<file path="src/rtl/pipeline_pkg.sv">
// Shared types and constants for the ID/EX forwarding stage.
// Optional build macro used by the stage: HAZ_PERF_CNT_EN (hazard/forward counters).
package pipeline_pkg;

  localparam int XLEN   = 32;
  localparam int CTRL_W = 16;

  // Control bundle value loaded into EX when a bubble is inserted.
  localparam logic [CTRL_W-1:0] CTRL_BUBBLE = '0;

  typedef enum logic {
    RUN,
    LU_STALL
  } haz_state_t;

  typedef enum logic [1:0] {
    SEL_RF,
    SEL_MEM,
    SEL_WB,
    SEL_ZERO
  } fwd_sel_t;

  // Add a small increment to a 32-bit event counter, pinning at all-ones.
  function automatic logic [31:0] sat_add(input logic [31:0] cnt, input logic [1:0] inc);
    logic [32:0] sum;
    sum = {1'b0, cnt} + {31'b0, inc};
    return sum[32] ? 32'hFFFF_FFFF : sum[31:0];
  endfunction

endpackage

</file>
<file path="src/rtl/fwd_operand_mux.sv">
// Source-operand select for one ID operand: x0, MEM result, WB result or
// register file, with MEM taking priority over WB. Purely combinational.
module fwd_operand_mux
  import pipeline_pkg::*;
#(
  parameter int XLEN = pipeline_pkg::XLEN
) (
  input  logic [4:0]      idx,
  input  logic            fwd_mem,
  input  logic            fwd_wb,
  input  logic            mem_reg_write,
  input  logic            wb_reg_write,
  input  logic [XLEN-1:0] rf_data,
  input  logic [XLEN-1:0] mem_data,
  input  logic [XLEN-1:0] wb_data,
  output logic [XLEN-1:0] data,
  output logic            used_fwd
);

  fwd_sel_t sel;

  // Pick the source; a hazard-unit match only counts if that stage really writes.
  always_comb begin
    sel = SEL_RF;
    if (idx == 5'd0) begin
      sel = SEL_ZERO;
    end else if (fwd_mem && mem_reg_write) begin
      sel = SEL_MEM;
    end else if (fwd_wb && wb_reg_write) begin
      sel = SEL_WB;
    end
  end

  // Steer the chosen source onto the operand.
  always_comb begin
    data = rf_data;
    unique case (sel)
      SEL_ZERO: data = '0;
      SEL_MEM:  data = mem_data;
      SEL_WB:   data = wb_data;
      default:  data = rf_data;
    endcase
  end

  assign used_fwd = (sel == SEL_MEM) || (sel == SEL_WB);

endmodule

</file>
<file path="src/rtl/id_ex_forward_stage.sv">
// ID/EX pipeline register with operand forwarding and a one-bubble
// load-use interlock.
// Optional build macro: HAZ_PERF_CNT_EN adds perf_stall_cnt / perf_fwd_cnt.
//
//   state    | meaning
//   ---------+-----------------------------------------------------------
//   RUN      | normal flow; a load-use hit inserts a bubble and stalls IF/ID
//   LU_STALL | bubble is in EX, load now in MEM; capture with MEM forward
module id_ex_forward_stage
  import pipeline_pkg::*;
#(
  parameter int XLEN   = pipeline_pkg::XLEN,
  parameter int CTRL_W = pipeline_pkg::CTRL_W
) (
  input  logic              clk,
  input  logic              reset,
  input  logic              id_valid,
  input  logic [4:0]        id_rs1,
  input  logic [4:0]        id_rs2,
  input  logic              id_use_rs1,
  input  logic              id_use_rs2,
  input  logic [4:0]        id_rd,
  input  logic [XLEN-1:0]   id_rs1_data,
  input  logic [XLEN-1:0]   id_rs2_data,
  input  logic [XLEN-1:0]   id_imm,
  input  logic [CTRL_W-1:0] id_ctrl,
  input  logic              id_mem_read,
  input  logic              id_reg_write,
  input  logic              fwd_mem_rs1,
  input  logic              fwd_mem_rs2,
  input  logic              fwd_wb_rs1,
  input  logic              fwd_wb_rs2,
  input  logic              mem_reg_write,
  input  logic              wb_reg_write,
  input  logic [XLEN-1:0]   mem_fwd_data,
  input  logic [XLEN-1:0]   wb_fwd_data,
  input  logic              hold,
  input  logic              flush,
  output logic              ex_valid,
  output logic [4:0]        ex_rd,
  output logic [XLEN-1:0]   ex_op_a,
  output logic [XLEN-1:0]   ex_op_b,
  output logic [XLEN-1:0]   ex_imm,
  output logic [CTRL_W-1:0] ex_ctrl,
  output logic              ex_mem_read,
  output logic              ex_reg_write,
  output logic              stall_if_id
`ifdef HAZ_PERF_CNT_EN
  ,
  output logic [31:0]       perf_stall_cnt,
  output logic [31:0]       perf_fwd_cnt
`endif
);

  haz_state_t      state_q, state_d;
  logic            lu;
  logic            load_ex;
  logic            bubble_ex;
  logic            lu_bubble;
  logic [XLEN-1:0] op_a_sel, op_b_sel;
  logic            used_a, used_b;

  fwd_operand_mux #(.XLEN(XLEN)) u_mux_a (
    .idx           (id_rs1),
    .fwd_mem       (fwd_mem_rs1),
    .fwd_wb        (fwd_wb_rs1),
    .mem_reg_write (mem_reg_write),
    .wb_reg_write  (wb_reg_write),
    .rf_data       (id_rs1_data),
    .mem_data      (mem_fwd_data),
    .wb_data       (wb_fwd_data),
    .data          (op_a_sel),
    .used_fwd      (used_a)
  );

  fwd_operand_mux #(.XLEN(XLEN)) u_mux_b (
    .idx           (id_rs2),
    .fwd_mem       (fwd_mem_rs2),
    .fwd_wb        (fwd_wb_rs2),
    .mem_reg_write (mem_reg_write),
    .wb_reg_write  (wb_reg_write),
    .rf_data       (id_rs2_data),
    .mem_data      (mem_fwd_data),
    .wb_data       (wb_fwd_data),
    .data          (op_b_sel),
    .used_fwd      (used_b)
  );

  // A load sitting in EX whose destination is read by the ID instruction.
  always_comb begin
    lu = id_valid && ex_valid && ex_mem_read && (ex_rd != 5'd0) &&
         ((id_use_rs1 && (id_rs1 == ex_rd)) || (id_use_rs2 && (id_rs2 == ex_rd)));
  end

  // Next state and stage actions, priority reset > flush > hold > load-use > capture.
  always_comb begin
    state_d     = state_q;
    stall_if_id = 1'b0;
    load_ex     = 1'b0;
    bubble_ex   = 1'b0;
    lu_bubble   = 1'b0;
    if (reset) begin
      state_d = RUN;
    end else if (flush) begin
      bubble_ex = 1'b1;
      state_d   = RUN;
    end else if (hold) begin
      stall_if_id = 1'b1;
    end else if ((state_q == RUN) && lu) begin
      stall_if_id = 1'b1;
      bubble_ex   = 1'b1;
      lu_bubble   = 1'b1;
      state_d     = LU_STALL;
    end else begin
      load_ex = 1'b1;
      state_d = RUN;
    end
  end

  // FSM state and EX pipeline registers.
  always_ff @(posedge clk) begin
    if (reset) begin
      state_q      <= RUN;
      ex_valid     <= 1'b0;
      ex_rd        <= '0;
      ex_op_a      <= '0;
      ex_op_b      <= '0;
      ex_imm       <= '0;
      ex_ctrl      <= '0;
      ex_mem_read  <= 1'b0;
      ex_reg_write <= 1'b0;
    end else begin
      state_q <= state_d;
      if (bubble_ex) begin
        ex_valid     <= 1'b0;
        ex_rd        <= '0;
        ex_op_a      <= '0;
        ex_op_b      <= '0;
        ex_imm       <= '0;
        ex_ctrl      <= CTRL_W'(CTRL_BUBBLE);
        ex_mem_read  <= 1'b0;
        ex_reg_write <= 1'b0;
      end else if (load_ex) begin
        ex_valid     <= id_valid;
        ex_rd        <= id_rd;
        ex_op_a      <= op_a_sel;
        ex_op_b      <= op_b_sel;
        ex_imm       <= id_imm;
        ex_ctrl      <= id_ctrl;
        ex_mem_read  <= id_mem_read;
        ex_reg_write <= id_reg_write;
      end
    end
  end

`ifdef HAZ_PERF_CNT_EN
  // Saturating counts of load-use bubbles and forwarded operands actually captured.
  always_ff @(posedge clk) begin
    if (reset) begin
      perf_stall_cnt <= '0;
      perf_fwd_cnt   <= '0;
    end else begin
      if (lu_bubble) begin
        perf_stall_cnt <= sat_add(perf_stall_cnt, 2'd1);
      end
      if (load_ex && id_valid) begin
        perf_fwd_cnt <= sat_add(perf_fwd_cnt, {1'b0, used_a} + {1'b0, used_b});
      end
    end
  end
`else
  // Forward-used flags only feed the counters; keep them referenced here.
  logic fwd_used_unused;
  assign fwd_used_unused = used_a | used_b | lu_bubble;
`endif

endmodule
</file>
<file path="config.mk">
export PLATFORM = sky130hd
export DESIGN_NAME = id_ex_forward_stage
export DESIGN_NICKNAME = d
export VERILOG_FILES = /design/src/rtl/pipeline_pkg.sv /design/src/rtl/fwd_operand_mux.sv /design/src/rtl/id_ex_forward_stage.sv
export SDC_FILE = /design/constraint.sdc
export NUM_CORES = 1
export LEC_CHECK = 0
export ABC_AREA = 0
export CORE_MARGIN = 3
export CORE_UTILIZATION = 44
export CTS_CLUSTER_DIAMETER = 30
export DETAILED_ROUTE_END_ITERATION = 7
export GPL_ROUTABILITY_DRIVEN = 1
export GPL_TIMING_DRIVEN = 0
export MAX_ROUTING_LAYER = met4
export PLACE_DENSITY_LB_ADDON = 0.1
export SYNTH_ARGS = -nofsm -noshare
export SYNTH_HDL_FRONTEND = slang
export SYNTH_HIERARCHICAL = 1
export SYNTH_SLANG_ARGS = --single-unit
</file>
<file path="constraint.sdc">
create_clock -name clk -period 6.95 [get_ports clk]
set_clock_uncertainty 0.2 [all_clocks]
set_input_delay 1.7375 -clock clk [delete_from_list [all_inputs] [get_ports clk]]
set_output_delay 1.7375 -clock clk [all_outputs]
set_load 0.02 [all_outputs]
</file>
==> impl_metrics.yaml, run 1 <==
min_path:
  hold_class: "register to register"
  hold-path-cell-count: 2
placement:
  dp_cells: 1316
  gp_congestion: 0.907
  io_buffers: 326
  dp_hpwl_um: 21200
route:
  wl_met3_um: 2570
  drt_pass1_iterations: 5
  wl_met1_um: 11200
  top_layer_used: "met4"
  wire_per_inst_um: 21.1
  drtAntennaViolNets: 0
  num_vias: 8067
  drc: 0
  wl_met2_um: 13500
  drtIter0Drc: 664
  totalWireLength_um: 28500
  vias_per_cell: 5.98
global_routing:
  antenna_found_initial: 1
  grt_pass1_vias: 7743
  overflow: 0
  track_usage_pct: 35.0
  grt_pass1_wl_um: 42600
  grt_max_degree: 17
critical_path:
  r2r-end: "ex_op_b[30]"
  cp_max_fo: 10
  cp.required_ps: 5010
  endpoint_kind: "output port"
  critPathArrivalTime_ps: 4580
  slowest_stage: "clkdlybuf4s50_1"
  critPathMaxStageDelay_ps: 650
  crit_chain: "clkdlybuf4s50_1 -> xnor2_1 -> nand4_1 -> o22ai_1 -> buf_2 -> buf_2 -> a21o_1 -> clkdlybuf4s50_1"
  reg2reg_slack_ps: 4340
  crit_path_start_kind: "input pin"
  timing.rr.start: "ex_rd[4]"
  path_class: "input pin to output port"
  worstSetupStartpoint: "id_rs1[1]"
  r2r_cells: 6
  critPathCapture: "stall_if_id"
layout:
  final_common_cell: "clkdlybuf4s50_1"
  fin_util_pct: 74.7
  final_nets: 1367
  drive_gt1_share_pct: 5.22
  fin_cells: 1350
  fillers: 1105
  area_delta_synth_final_pct: 64.3
  final_cell_mix: "clkdlybuf4s50_1, nand2_1, o21ai_0"
clocking:
  htreeDepth: 4
  clockBufferDepth: 2
  cts_root_buf: "clkbuf_16"
  clock-sinks: 121
  cts_resized: 0
  postCtsHoldBufs: 0
  post_cts_buffers: 0
  numCtsBuffers: 17
  tritoncts: "done"
  clk_pin_slew_ps: 50
  clock_latency_ps: 420
floorplan:
  chipHeight_um: 126
  core_area_um2: 14000
  die_area_um2: 15900
  initial_core_util_pct: 45.5
  io_pins: 327
  die_w_um: 126
  rows: 43
run:
  drv_cap: 0
yosys:
  syn_nets: 1022
  ys_warn_count: 6
  synth_cells: 810
  syn_area_um2: 6360
  avgSynthCellArea_um2: 7.85
timing:
  hold_violations: 0
  relSlewSlack_pct: 47.2
  worstMarginPinSlew_ps: 790
  min_period_ps: 6510
  final.period_utilization_pct: 93.7
  fmax_ghz: 0.154
  final_max_slew_viol_count: 0
  rsz0062_at_grt: "no"
  finalSetupViolCount: 0
  setup-tns-final_ps: 0
pwr:
  power.static_leakage_nw: 3.56
  power_density_nw_per_um2: 207
  ir_drop_v: 0.000137
outcome:
  status: "finished clean"
-- how the worst min path moves through the flow --
stage           startpoint           to  slack (ps)
2_1_floorplan      state_q      state_q         240
3_3_place_gp   ex_op_a[15]  ex_op_a[15]         250
3_5_place_dp    ex_ctrl[7]   ex_ctrl[7]         250
4_1_cts         ex_ctrl[7]   ex_ctrl[7]         270
5_1_grt         ex_ctrl[7]   ex_ctrl[7]         290
6_report        ex_ctrl[7]   ex_ctrl[7]         270
-- where the power goes --
group          switching, mW  internal (mW)
Sequential            0.0279          0.738
Clock                  0.332          0.571
Combinational          0.256          0.243
Total                  0.616           1.55
-- metal layers --
| layer | vias to the layer above | track usage (%) |
|---|---|---|
| met3 | 71 | 9.71 |
| li1 | 3774 | - |
| met2 | 435 | 56.1 |
| met5 | - | - |
| met4 | 0 | 14.9 |
| met1 | 3787 | 41.2 |
-- worst max-delay path: cells and delay by family --
family          cells  cell delay, ps
compound gates      2             640
xor+xnor            1             160
buf+inv             4            1920
simple gates        1             120
-- through the flow --
step                worst slack (ps)  power [mW]  instance area, um^2  hold WS [ps]
detailed placement               483        1.27                 9850           254
global placement                 498        1.26                 9850           246
finish                           435        2.17                10500           265
global route                     360        2.24                10400           292
CTS                              479        2.16                10400           267
floorplan                       2180       0.985                 6360           235
-- layout make-up --
class	instances	area, um^2	area share, %
Timing Repair Buffer	326	3260	31.2
Sequential cell	121	2420	23.2
Buffer	91	432	4.13
Antenna cell	2	5.00	0.0479
Clock buffer	20	447	4.27
Inverter	1	3.75	0.0359
Tap cell	180	225	2.15
Clock inverter	12	150	1.44
Multi-Input combinational cell	597	3500	33.5
-- sequential cells by signal, indices dropped and copies added (netlist names) --
| name | cells |
|---|---|
| ex_valid | 1 |
| ex_op_a | 32 |
| ex_op_b | 32 |
| ex_ctrl | 16 |
| ex_rd | 5 |
| ex_imm | 32 |
| ex_mem_read | 1 |
| state_q | 1 |
| ex_reg_write | 1 |
No activity file was read; power rests on OpenSTA's default activity.
==> run 2, diff against run 1 <==
- CELL_PAD_IN_SITES_DETAIL_PLACEMENT: default -> 0
- CELL_PAD_IN_SITES_GLOBAL_PLACEMENT: default -> 2
- CORE_ASPECT_RATIO: default -> 1.2
- CORE_UTILIZATION: 44 -> 23
- PLACE_DENSITY: default -> 0.93
- PLACE_DENSITY_LB_ADDON: 0.1 -> default
- SKIP_CTS_REPAIR_TIMING: default -> 1
==> impl_metrics.yaml, run 2 (synthesized netlist as in run 1, its figures left out) <==
route:
  vias_per_cell: 5.20
  wire_per_inst_um: 22.1
  drc: 0
  drt_pass1_iterations: 5
  drtIter0Drc: 654
  drtAntennaViolNets: 0
  num_vias: 7886
  totalWireLength_um: 33500
critical_path:
  reg2reg_slack_ps: 4420
  endpoint_kind: "output port"
  r2r_cells: 6
  critPathCapture: "stall_if_id"
  critPathArrivalTime_ps: 4440
  crit_path_start_kind: "input pin"
  cp_max_fo: 10
  worstSetupStartpoint: "id_rs1[1]"
  r2r-end: "ex_op_b[2]"
  path_class: "input pin to output port"
  timing.rr.start: "ex_rd[4]"
  cp.required_ps: 5010
placement:
  gp_congestion: 0.855
  io_buffers: 326
  dp_hpwl_um: 25400
  placement.setup.worst_slack_ps: 559
  dp_cells: 1476
  dpl_cell_area_um2: 10000
pwr:
  power.static_leakage_nw: 3.58
  finalPower_mw: 2.24
  ir_drop_v: 0.000159
  power_density_nw_per_um2: 210
floorplan:
  io_pins: 327
  die_area_um2: 29700
  rows: 66
  die_w_um: 158
  core_area_um2: 27200
  initial_core_util_pct: 23.4
  chipHeight_um: 188
timing:
  setup-tns-final_ps: 0
  fmax_ghz: 0.157
  setup_ws_ps: 571
  relSlewSlack_pct: 39.1
  rsz0062_at_grt: "no"
  min_period_ps: 6380
  hold_violations: 0
  final.period_utilization_pct: 91.8
  finalSetupViolCount: 0
  worstMarginPinSlew_ps: 914
  final_max_slew_viol_count: 0
layout:
  reg.largest.list: "ex_imm x32, ex_op_a x32, ex_op_b x32"
  final_nets: 1367
  final_common_cell: "clkdlybuf4s50_1"
  final_cell_mix: "clkdlybuf4s50_1, nand2_1, o21ai_0"
  fin_cells: 1516
  postLayoutCellArea_um2: 10700
  drive_gt1_share_pct: 5.39
  area_delta_synth_final_pct: 68.1
run:
  drv_cap: 0
global_routing:
  grt_pass1_wl_um: 48100
  track_usage_pct: 22.1
  antenna_found_initial: 6
  grt_max_degree: 17
  overflow: 0
  grt_pass1_vias: 7736
clocking:
  cts_root_buf: "clkbuf_16"
  clock_latency_ps: 420
  numCtsBuffers: 17
  clockBufferDepth: 2
  clock-sinks: 121
  tritoncts: "done"
  clk_pin_slew_ps: 60
  htreeDepth: 4
outcome:
  status: "finished clean"
min_path:
  hold_class: "register to register"
## run 2: cell types whose count changed in the layout (fill, tap and decap cells not counted), sizes merged
cell,previous run,this run
diode,2,8
clkbuf,85,83
clkinvlp,3,1
clkinv,6,3
inv,1,8
## run 2: per-stage QoR
step                util (%)  hold slack (ps)
floorplan                  -              235
global placement        37.0              246
detailed placement      37.0              256
CTS                     39.3              270
global route            39.3              287
finish                  39.3              268
## run 2: power breakdown
part           internal, mW  switching (mW)
clock                 0.583           0.379
sequential            0.738          0.0275
combinational         0.244           0.270
## run 2: per-layer routing
metal,share of wire (%),vias up,global-route usage (%)
met4,2.7,0,7.21
met2,47,363,35.3
met3,9.9,40,7.60
met1,40,3699,25.8
met5,0,-,-
li1,-,3784,-
## run 2: area by class of cell
class | count | area (um^2)
Clock buffer | 18 | 439
Antenna cell | 8 | 20.0
Buffer | 91 | 432
Multi-Input combinational cell | 597 | 3500
Clock inverter | 14 | 181
Fill cell | 2770 | 16500
Tap cell | 340 | 425
Timing Repair Buffer | 326 | 3260
Inverter | 1 | 3.75
Sequential cell | 121 | 2420
## run 2: how the worst min path moves through the flow
stage / startpoint / depth (start not counted) / end
5_1_grt: ex_op_b[31] / 2 / ex_op_b[31]
3_5_place_dp: ex_op_b[0] / 2 / ex_op_b[0]
4_1_cts: ex_op_b[0] / 2 / ex_op_b[0]
2_1_floorplan: state_q / 1 / state_q
3_3_place_gp: ex_op_b[22] / 2 / ex_op_b[22]
6_report: ex_op_a[30] / 2 / ex_op_a[30]
## run 2: critical path, stage by stage
cell	delay, ps
clkdlybuf4s50_1	580
xnor2_1	150
nand4_1	120
o22ai_1	420
buf_2	410
buf_2	260
a21o_1	130
clkdlybuf4s50_1	630
==> run 3, diff against run 2 <==
- TNS_END_PERCENT: default -> 50
==> results of run 3 <==
Same layout as run 2: the final DEF is identical, and so are final timing and power.
